--- config.mk ---
export PLATFORM = sky130hd
export DESIGN_NAME = udp_tx_arbiter
export DESIGN_NICKNAME = d
export VERILOG_FILES = /design/src/rtl/udp_tx_pkg.sv /design/src/rtl/rr_arbiter.sv /design/src/rtl/udp_tx_arbiter.sv
export SDC_FILE = /design/constraint.sdc
export NUM_CORES = 1
export LEC_CHECK = 0
export BUFFER_PORTS_ARGS = -buffer_cell sky130_fd_sc_hd__buf_2
export CORE_MARGIN = 2
export CORE_UTILIZATION = 49
export CTS_CLUSTER_SIZE = 8
export DETAILED_ROUTE_END_ITERATION = 10
export GPL_TIMING_DRIVEN = 0
export PLACE_DENSITY = 0.86
export SYNTH_ARGS = -nofsm -noshare
export SYNTH_HDL_FRONTEND = slang
export SYNTH_SLANG_ARGS = --single-unit
--- constraint.sdc ---
create_clock -name udp_clk -period 3.05 [get_ports udp_clk]
set_input_delay 0.61 -clock udp_clk [delete_from_list [all_inputs] [get_ports udp_clk]]
set_output_delay 0.61 -clock udp_clk [all_outputs]
set_load 0.005 [all_outputs]
--- src/rtl/udp_tx_pkg.sv ---
// Shared types and constants for the UDP transmit arbiter.
package udp_tx_pkg;

  typedef enum logic [1:0] {
    ST_IDLE = 2'd0,
    ST_LOAD = 2'd1,
    ST_SEND = 2'd2,
    ST_GAP  = 2'd3
  } tx_state_t;

  localparam int MAX_UDP_PAYLOAD    = 1472;
  localparam int DEFAULT_GAP_CYCLES = 1024;

  // Zero-length and oversize payloads are rejected; compared at 16-bit width.
  function automatic logic len_ok(input logic [15:0] len, input logic [15:0] max_len);
    return (len != 16'd0) && (len <= max_len);
  endfunction

endpackage

--- src/rtl/rr_arbiter.sv ---
// One-hot round-robin picker: first requester above last_grant wins, with wrap-around.
module rr_arbiter #(
  parameter int N     = 4,
  parameter int IDX_W = 2
) (
  input  logic [N-1:0]     req,
  input  logic [IDX_W-1:0] last_grant,
  output logic [N-1:0]     grant
);

  // Walk offsets from farthest to nearest so the nearest requester overwrites.
  always_comb begin
    grant = '0;
    for (int off = N; off >= 1; off--) begin
      for (int j = 0; j < N; j++) begin
        if (req[j] && (((int'(last_grant) + off) % N) == j)) begin
          grant    = '0;
          grant[j] = 1'b1;
        end
      end
    end
  end

endmodule

--- src/rtl/udp_tx_arbiter.sv ---
// Shares the UDP core's single transmit channel between NUM_REQ packet sources,
// validating lengths and inserting a fixed idle gap after every packet.
//
// state | meaning
// IDLE  | no packet in flight; arbitrate among req_valid
// LOAD  | latch length/port of granted source; reject bad lengths
// SEND  | stream one payload byte per cycle into the core
// GAP   | fixed idle period so the core can finish framing
module udp_tx_arbiter
  import udp_tx_pkg::*;
#(
  parameter int NUM_REQ    = 4,
  parameter int GAP_CYCLES = DEFAULT_GAP_CYCLES,
  parameter int MAX_LEN    = MAX_UDP_PAYLOAD
) (
  input  logic                   udp_clk,
  input  logic                   reset_n,
  input  logic [NUM_REQ-1:0]     req_valid,
  input  logic [NUM_REQ*16-1:0]  req_length,
  input  logic [NUM_REQ*16-1:0]  req_dst_port,
  input  logic [NUM_REQ*8-1:0]   req_data,
  output logic [NUM_REQ-1:0]     req_grant,
  output logic [NUM_REQ-1:0]     req_data_ready,
  output logic [NUM_REQ-1:0]     req_done,
  output logic [NUM_REQ-1:0]     req_drop,
  output logic [7:0]             user_tx_data,
  output logic                   user_tx_data_valid,
  output logic [15:0]            user_tx_data_length,
  output logic [15:0]            tx_dst_port,
  output logic                   busy,
  output logic [15:0]            drop_cnt
);

  localparam int IDX_W = (NUM_REQ > 1) ? $clog2(NUM_REQ) : 1;
  localparam int GAP_W = (GAP_CYCLES > 1) ? $clog2(GAP_CYCLES + 1) : 1;
  localparam logic [GAP_W-1:0] GAP_LOAD = GAP_W'(GAP_CYCLES - 1);
  localparam logic [GAP_W-1:0] GAP_ONE  = GAP_W'(1);
  localparam logic [15:0]      MAX_LEN16 = 16'(MAX_LEN);

  tx_state_t          state, state_nxt;
  logic [NUM_REQ-1:0] pick;
  logic [IDX_W-1:0]   pick_idx, grant_idx, last_grant;
  logic [15:0]        byte_cnt, len_sel;
  logic [GAP_W-1:0]   gap_cnt;
  logic               len_good, last_byte, gap_done;

  rr_arbiter #(
    .N     (NUM_REQ),
    .IDX_W (IDX_W)
  ) u_rr (
    .req        (req_valid),
    .last_grant (last_grant),
    .grant      (pick)
  );

  always_comb begin
    pick_idx = '0;
    for (int i = 0; i < NUM_REQ; i++) begin
      if (pick[i]) pick_idx = IDX_W'(i);
    end
  end

  assign len_sel   = req_length[16*grant_idx +: 16];
  assign len_good  = len_ok(len_sel, MAX_LEN16);
  assign last_byte = (byte_cnt == 16'd1);
  assign gap_done  = (gap_cnt == '0);

  always_ff @(posedge udp_clk or negedge reset_n) begin
    if (!reset_n) state <= ST_IDLE;
    else          state <= state_nxt;
  end

  always_comb begin
    state_nxt      = state;
    req_data_ready = '0;
    busy           = (state != ST_IDLE);
    case (state)
      ST_IDLE: if (|req_valid) state_nxt = ST_LOAD;
      ST_LOAD: state_nxt = len_good ? ST_SEND : ST_IDLE;
      ST_SEND: begin
        req_data_ready = req_grant;
        if (last_byte) state_nxt = ST_GAP;
      end
      ST_GAP:  if (gap_done) state_nxt = ST_IDLE;
      default: state_nxt = ST_IDLE;
    endcase
  end

  always_ff @(posedge udp_clk or negedge reset_n) begin
    if (!reset_n) begin
      req_grant           <= '0;
      grant_idx           <= '0;
      last_grant          <= IDX_W'(NUM_REQ - 1);
      req_done            <= '0;
      req_drop            <= '0;
      byte_cnt            <= '0;
      gap_cnt             <= '0;
      user_tx_data        <= '0;
      user_tx_data_valid  <= 1'b0;
      user_tx_data_length <= '0;
      tx_dst_port         <= '0;
      drop_cnt            <= '0;
    end else begin
      req_done           <= '0;
      req_drop           <= '0;
      user_tx_data_valid <= 1'b0;
      case (state)
        ST_IDLE: begin
          if (|req_valid) begin
            req_grant <= pick;
            grant_idx <= pick_idx;
          end
        end
        ST_LOAD: begin
          user_tx_data_length <= len_sel;
          byte_cnt            <= len_sel;
          tx_dst_port         <= req_dst_port[16*grant_idx +: 16];
          if (!len_good) begin
            req_drop   <= req_grant;
            req_grant  <= '0;
            last_grant <= grant_idx;
            if (drop_cnt != 16'hFFFF) drop_cnt <= drop_cnt + 16'd1;
          end
        end
        ST_SEND: begin
          user_tx_data       <= req_data[8*grant_idx +: 8];
          user_tx_data_valid <= 1'b1;
          byte_cnt           <= byte_cnt - 16'd1;
          if (last_byte) begin
            req_done   <= req_grant;
            req_grant  <= '0;
            last_grant <= grant_idx;
            gap_cnt    <= GAP_LOAD;
          end
        end
        ST_GAP: begin
          if (!gap_done) gap_cnt <= gap_cnt - GAP_ONE;
        end
        default: ;
      endcase
    end
  end

endmodule
==> flow_metrics.env, run 1 <==
export IMPL_synth_warnings=0
export IMPL_cts_sinks=102
export IMPL_ios=240
export IMPL_dieArea_sq_um=12880
export IMPL_relSlewSlack_pct=47.08
export IMPL_antenna_cells=0
export IMPL_synth_nets=667
export IMPL_clkTransAtPathRegs_ps=70
export IMPL_layout_drive_gt1_share_pct=48.13
export IMPL_pre_cts_ws_ps=138.9
export IMPL_whs_ps=189.0
export IMPL_cts_tree="done"
export IMPL_fillerInstances=825
export IMPL_startpoint_type="register"
export IMPL_wl_per_cell_um=19.32
export IMPL_async_flop_share_pct=100.0
export IMPL_track_usage_pct=27.47
export IMPL_fin_crit_sh_pct=95.30
export IMPL_port_buffer_count=239
export IMPL_start_util_pct=50.78
export IMPL_synth_most_common_cell="dfrtp_1"
export IMPL_cpPeakStageDelay_ps=520
export IMPL_status="completed"
export IMPL_powerDensity_nw_per_um2=934.9
export IMPL_setup_violations=0
export IMPL_hpwlAfterDp_um=13330
export IMPL_h_tree_depth=3
export IMPL_antenna_found_initial=0
export IMPL_path_cells="clkbuf_1 > clkbuf_1 > mux4_2 > nor4_4 > nand4_2 > o2111a_2 > mux2_4"
export IMPL_max_freq_ghz=0.3441
export IMPL_ys_flop_type="dfrtp_1"
export IMPL_layout_nets=918
export IMPL_gp_congestion=0.9329
export IMPL_ys_seq_elements=102
export IMPL_ir_drop_mv=0.4705
export IMPL_die_w_um=113.5
export IMPL_ctsHoldBuffers=0
export IMPL_critPathMostFrequentCell="clkbuf_1"
export IMPL_wirelength_um=17210
export IMPL_synth_avg_cell_area_sq_um=11.94
export IMPL_num_vias=5292
export IMPL_synth_cell_types=59
export IMPL_dp_cells=875
export IMPL_final_hold_viol_count=0
export IMPL_synth_area_leaders="dfrtp_1 43%, mux4_2 13%, mux2_2 7.7%"
export IMPL_synth_seq_area_share_pct=43.50
export IMPL_synth_edf_count=0
export IMPL_worst_slew_pin_slew_ps=786.6
export IMPL_final_util_pct=65.86
export IMPL_crit_arrival_ps=3140
export IMPL_endpoint_kind="register"
export IMPL_grt_max_degree=73
export IMPL_p_leak_nw=3.668
export IMPL_syn_area_sq_um=5873
export IMPL_synth_top_area_share_pct=42.61
export IMPL_drc=0
export IMPL_initialDrtViolationCount=272
export IMPL_path_class="reg2reg"
export IMPL_rows=39
export IMPL_min_period_ps=2907
export IMPL_design_area_sq_um=7616
export IMPL_yosysTopAreaCell="dfrtp_1"
export IMPL_fin_ws_ps=143.5
export IMPL_rsz0062_at_grt="false"
export IMPL_clock_latency_ps=350
export IMPL_grt_remaining_overflow=0
export IMPL_cts_buffers=9
export IMPL_cts_root_buf="clkbuf_16"
export IMPL_place_area_sq_um=7278
export IMPL_synthesis_instances=492
export IMPL_fin_worst_skew_ps=7.156
export IMPL_drt_first_pass_iters=5
export IMPL_die_y_um=113.5
export IMPL_instances_no_fill=891
export IMPL_max_cap_violations=0
export IMPL_tns_ps=0
export IMPL_grt_pass1_vias=5420
export IMPL_hold_class="in2async"
export IMPL_synth_commonest_cells="100 x dfrtp_1, 40 x mux2_2, 35 x mux4_2, 28 x a21oi_1, 25 x nor2_1"
export IMPL_slowest_stage="clkbuf_1"
export IMPL_ant_nets=0
export IMPL_finalMaxSlewViolations=0
export IMPL_crit_required_ps=3290
export IMPL_synthToLayoutAreaGrowth_pct=29.68
export IMPL_core_area_sq_um=11560
export IMPL_cp_max_fo=10
export IMPL_grt_pass1_wl_um=27560
export IMPL_p_total_mw=7.120
export IMPL_routed_via_density=5.939
export IMPL_clock_tree_buffer_depth=2
final timing paths:
| path | slack [ps] | depth (start not counted) | startpoint | endpoint |
|---|---|---|---|---|
| max | 140 | 7 | grant_idx[1] | req_grant[3] |
| min | 190 | 1 | reset_n | gap_cnt[1] |
| max reg2reg | 140 | 7 | grant_idx[1] | req_grant[3] |
| min reg2reg | 500 | 1 | drop_cnt[9] | drop_cnt[9] |
| max in group asynchronous | 2140 | 2 | reset_n | last_grant[0] |
| min in group udp_clk | 500 | 1 | drop_cnt[9] | drop_cnt[9] |
worst max-delay path: cells and delay by family (launching register included):
family | cells | cell delay [ps]
buffers and inverters | 2 | 870
and+or+nand+nor | 2 | 420
AOI/OAI and AO/OA | 1 | 380
muxes | 2 | 800
DFF | 1 | 320
where the power goes:
| group | leakage, nW | switching, mW | total [mW] | internal [mW] |
|---|---|---|---|---|
| logic | 2.24 | 1.71 | 3.43 | 1.73 |
| registers | 1.26 | 0.470 | 2.40 | 1.93 |
| clock network | 0.166 | 0.535 | 1.29 | 0.755 |
| total | 3.67 | 2.71 | 7.12 | 4.41 |
layout by cell type, fill, tap and decap left out, drive strengths merged, types with 3 or more instances in the layout:
cell type and n:
a21oi 28, a31oi 3, and2 6, and3 18, buf 254, clkbuf 25, dfrtp 100, ha 9
inv 15, mux2 48, mux4 40, nand2 24, nand2b 7, nand3 25, nand4 14, nor2 25
nor2b 4, nor3 8, nor4 9, o21ai 25, o41ai 3, or4 3, xnor2 14, xor2 8
layout make-up:
class | count | area, sq um | share of cell area (%)
multi-input cells | 348 | 3105 | 40.78
flip-flops and latches | 102 | 2555 | 33.55
repair buffers | 240 | 1226 | 16.10
clock buffers | 10 | 239.0 | 3.138
well taps | 143 | 178.9 | 2.349
plain buffers | 29 | 165.2 | 2.169
clock inverters | 6 | 97.59 | 1.281
inverters | 13 | 48.80 | 0.6407
timing repair:
action,CTS,global route
gates resized for setup,0,2
setup buffers,0,0
endpoints found under the setup margin,0,4
state kept, by name (all words and copies together), names as in the netlist, named ones only:
| signal | count |
|---|---|
| byte_cnt | 16 |
| drop_cnt | 16 |
| tx_dst_port | 16 |
| user_tx_data_length | 16 |
| gap_cnt | 11 |
| user_tx_data | 8 |
| req_done | 4 |
| req_drop | 4 |
| req_grant | 4 |
| grant_idx | 2 |
| last_grant | 2 |
| state | 1 |
| user_tx_data_valid | 1 |
logic make-up (layout without fill, tap and decap cells):
kind of cell	Yosys count	after routing	synth area share, %
muxes	90	90	25.46
DFF	102	102	43.50
buffers and inverters	42	298	3.621
and+or+nand+nor	154	154	14.70
adders and majority gates	9	9	1.917
xor gates and xnor gates	22	22	3.281
AOI/OAI and AO/OA	73	73	7.520
routing by layer:
metal / global-route usage [%] / vias up / part of all wire, % / wire, um
met3: 4.942 / 61 / 6.4 / 1106
li1: - / 2359 / - / -
met4: 14.88 / 0 / 4.4 / 755
met5: 0 / - / 0 / 0
met1: 32.13 / 2614 / 37 / 6326
met2: 48.18 / 258 / 52 / 9026
(Power assumes the default switching activity.)
==> run 2, diff against run 1 <==
--- a/config.mk
+++ b/config.mk
@@ -11,6 +11,7 @@
 export CTS_CLUSTER_SIZE = 8
 export DETAILED_ROUTE_END_ITERATION = 10
 export GPL_TIMING_DRIVEN = 0
+export MAX_ROUTING_LAYER = met4
 export PLACE_DENSITY = 0.86
 export SYNTH_ARGS = -nofsm -noshare
 export SYNTH_HDL_FRONTEND = slang
==> constraint.sdc (replaced) <==
create_clock -name udp_clk -period 3.05 [get_ports udp_clk]
set_input_delay 0.61 -clock udp_clk [delete_from_list [all_inputs] [get_ports udp_clk]]
set_output_delay 0.61 -clock udp_clk [all_outputs]
set_load 0.1 [all_outputs]
==> run 2 against run 1 <==
Die area stayed put. Register-to-register slack is essentially flat. Critical path type unchanged. Clock power fell by 8%. Via count is 0.15% higher. Worst setup slack improved by 7.8 ps. Sequential power barely moved. Combinational power rose by 75%. Sequential share of layout area rose by 0.12 points. Non-clock buffer count is 1 lower. Cell count decreased by 0.11%.
==> flow_metrics.env, run 2 (synthesized netlist as in run 1, its figures left out) <==
export IMPL_clock_latency_ps=350
export IMPL_drc=0
export IMPL_grt_max_degree=77
export IMPL_h_tree_depth=3
export IMPL_r2r_end="drop_cnt[8]"
export IMPL_die_y_um=113.5
export IMPL_final_hold_viol_count=0
export IMPL_r2r_start="grant_idx[1]"
export IMPL_wl_per_cell_um=19.33
export IMPL_grt_remaining_overflow=0
export IMPL_min_period_ps=2899
export IMPL_fin_crit_sh_pct=95.04
export IMPL_fillerInstances=865
export IMPL_rows=39
export IMPL_start_util_pct=50.78
export IMPL_relSlewSlack_pct=44.48
export IMPL_routed_via_density=5.955
export IMPL_cts_sinks=102
export IMPL_ios=240
export IMPL_rrSetupSlack_ps=150
export IMPL_dieArea_sq_um=12880
export IMPL_hold_class="in2async"
export IMPL_layout_nets=917
export IMPL_max_freq_ghz=0.3450
export IMPL_wirelength_um=17210
export IMPL_port_buffer_count=239
export IMPL_final_common_cell="buf_2"
export IMPL_worst_slew_pin_slew_ps=825.2
export IMPL_powerDensity_nw_per_um2=1264
export IMPL_finalMaxSlewViolations=0
export IMPL_num_vias=5300
export IMPL_synthToLayoutAreaGrowth_pct=29.23
export IMPL_clkTransAtPathRegs_ps=80
export IMPL_die_w_um=113.5
export IMPL_path_class="reg2reg"
export IMPL_fin_worst_skew_ps=8.392
export IMPL_crit_start="grant_idx[1]"
export IMPL_p_leak_nw=3.646
export IMPL_p_total_mw=9.590
export IMPL_max_cap_violations=0
export IMPL_endpoint_kind="register"
export IMPL_crit_arrival_ps=3150
export IMPL_setup_violations=0
export IMPL_initialDrtViolationCount=269
export IMPL_track_usage_pct=28.08
export IMPL_core_area_sq_um=11560
export IMPL_cts_root_buf="clkbuf_16"
export IMPL_tns_ps=0
export IMPL_cts_tree="done"
export IMPL_layout_common_cells="238 x buf_2, 100 x dfrtp_1, 40 x mux2_2"
export IMPL_post_cts_buffers=0
export IMPL_cp_max_fo=10
export IMPL_status="completed"
export IMPL_reg2reg_depth=9
export IMPL_antenna_cells=0
export IMPL_crit_required_ps=3310
export IMPL_ant_nets=0
export IMPL_antenna_found_initial=0
export IMPL_layout_drive_gt1_share_pct=48.06
export IMPL_hpwlAfterDp_um=13420
export IMPL_startpoint_type="register"
export IMPL_rsz0062_at_grt="false"
export IMPL_drt_first_pass_iters=5
export IMPL_cts_buffers=9
export IMPL_gp_congestion=0.9511
export IMPL_grt_pass1_wl_um=27310
export IMPL_grt_pass1_vias=5531
export IMPL_ir_drop_mv=1.118
export IMPL_clock_tree_buffer_depth=2
[run 2: worst max-delay path, cell delays in order (launching register included)]
cell and delay, ps:
dfrtp_1 320, clkbuf_1 380, buf_2 330, mux4_1 460, nor4_1 340, nand4_1 150
nand4_2 160, buf_2 250, nand3_1 150, xnor2_1 260
[run 2: how the worst max path moves through the flow]
stage | endpoint | slack (ps) | depth (start not counted)
6_report | drop_cnt[8] | 150 | 9
5_1_grt | drop_cnt[8] | 50 | 9
4_1_cts | req_data_ready[3] | 70 | 6
3_5_place_dp | req_grant[0] | 180 | 7
3_3_place_gp | req_grant[2] | 240 | 7
2_1_floorplan | req_data_ready[0] | 360 | 5
[run 2: metal layers]
layer	vias to the layer above	global-route usage [%]	wire, um
met2	272	47.86	9134
met4	0	15.45	819
met1	2613	32.08	6166
met5	-	-	0
met3	64	4.038	1087
li1	2351	-	-
[run 2: timing repair]
item	4_1_cts	5_1_grt
resized for setup	5	0
hold buffers	0	0
setup endpoints to repair	4	4
[run 2: metrics by stage]
| step | setup slack [ps] | cells | util, % | hold slack, ps | area (sq um) |
|---|---|---|---|---|---|
| 2_1_floorplan | 363.2 | 492 | - | 314.4 | 5873 |
| 3_3_place_gp | 236.2 | 874 | 62.67 | 475.4 | 7248 |
| 3_5_place_dp | 182.7 | 875 | 62.93 | 485.1 | 7278 |
| 4_1_cts | 65.25 | 891 | 65.66 | 186.3 | 7594 |
| 5_1_grt | 48.17 | 890 | 65.63 | 193.9 | 7590 |
| 6_report | 151.3 | 890 | 65.63 | 173.7 | 7590 |
[run 2: cell type report]
class	instances	area (sq um)	share of cell area (%)
Multi-Input combinational cell	348	3105	40.92
Timing Repair Buffer	240	1236	16.29
Tap cell	143	178.9	2.357
Clock buffer	10	229.0	3.017
Inverter	13	48.80	0.6429
Sequential cell	102	2555	33.66
Buffer	28	161.4	2.127
Clock inverter	6	75.07	0.9891
[run 2: report_power, final]
group | switching (mW) | internal (mW)
clock network | 0.537 | 0.650
registers | 0.476 | 1.93
logic | 4.27 | 1.73
total | 5.28 | 4.31
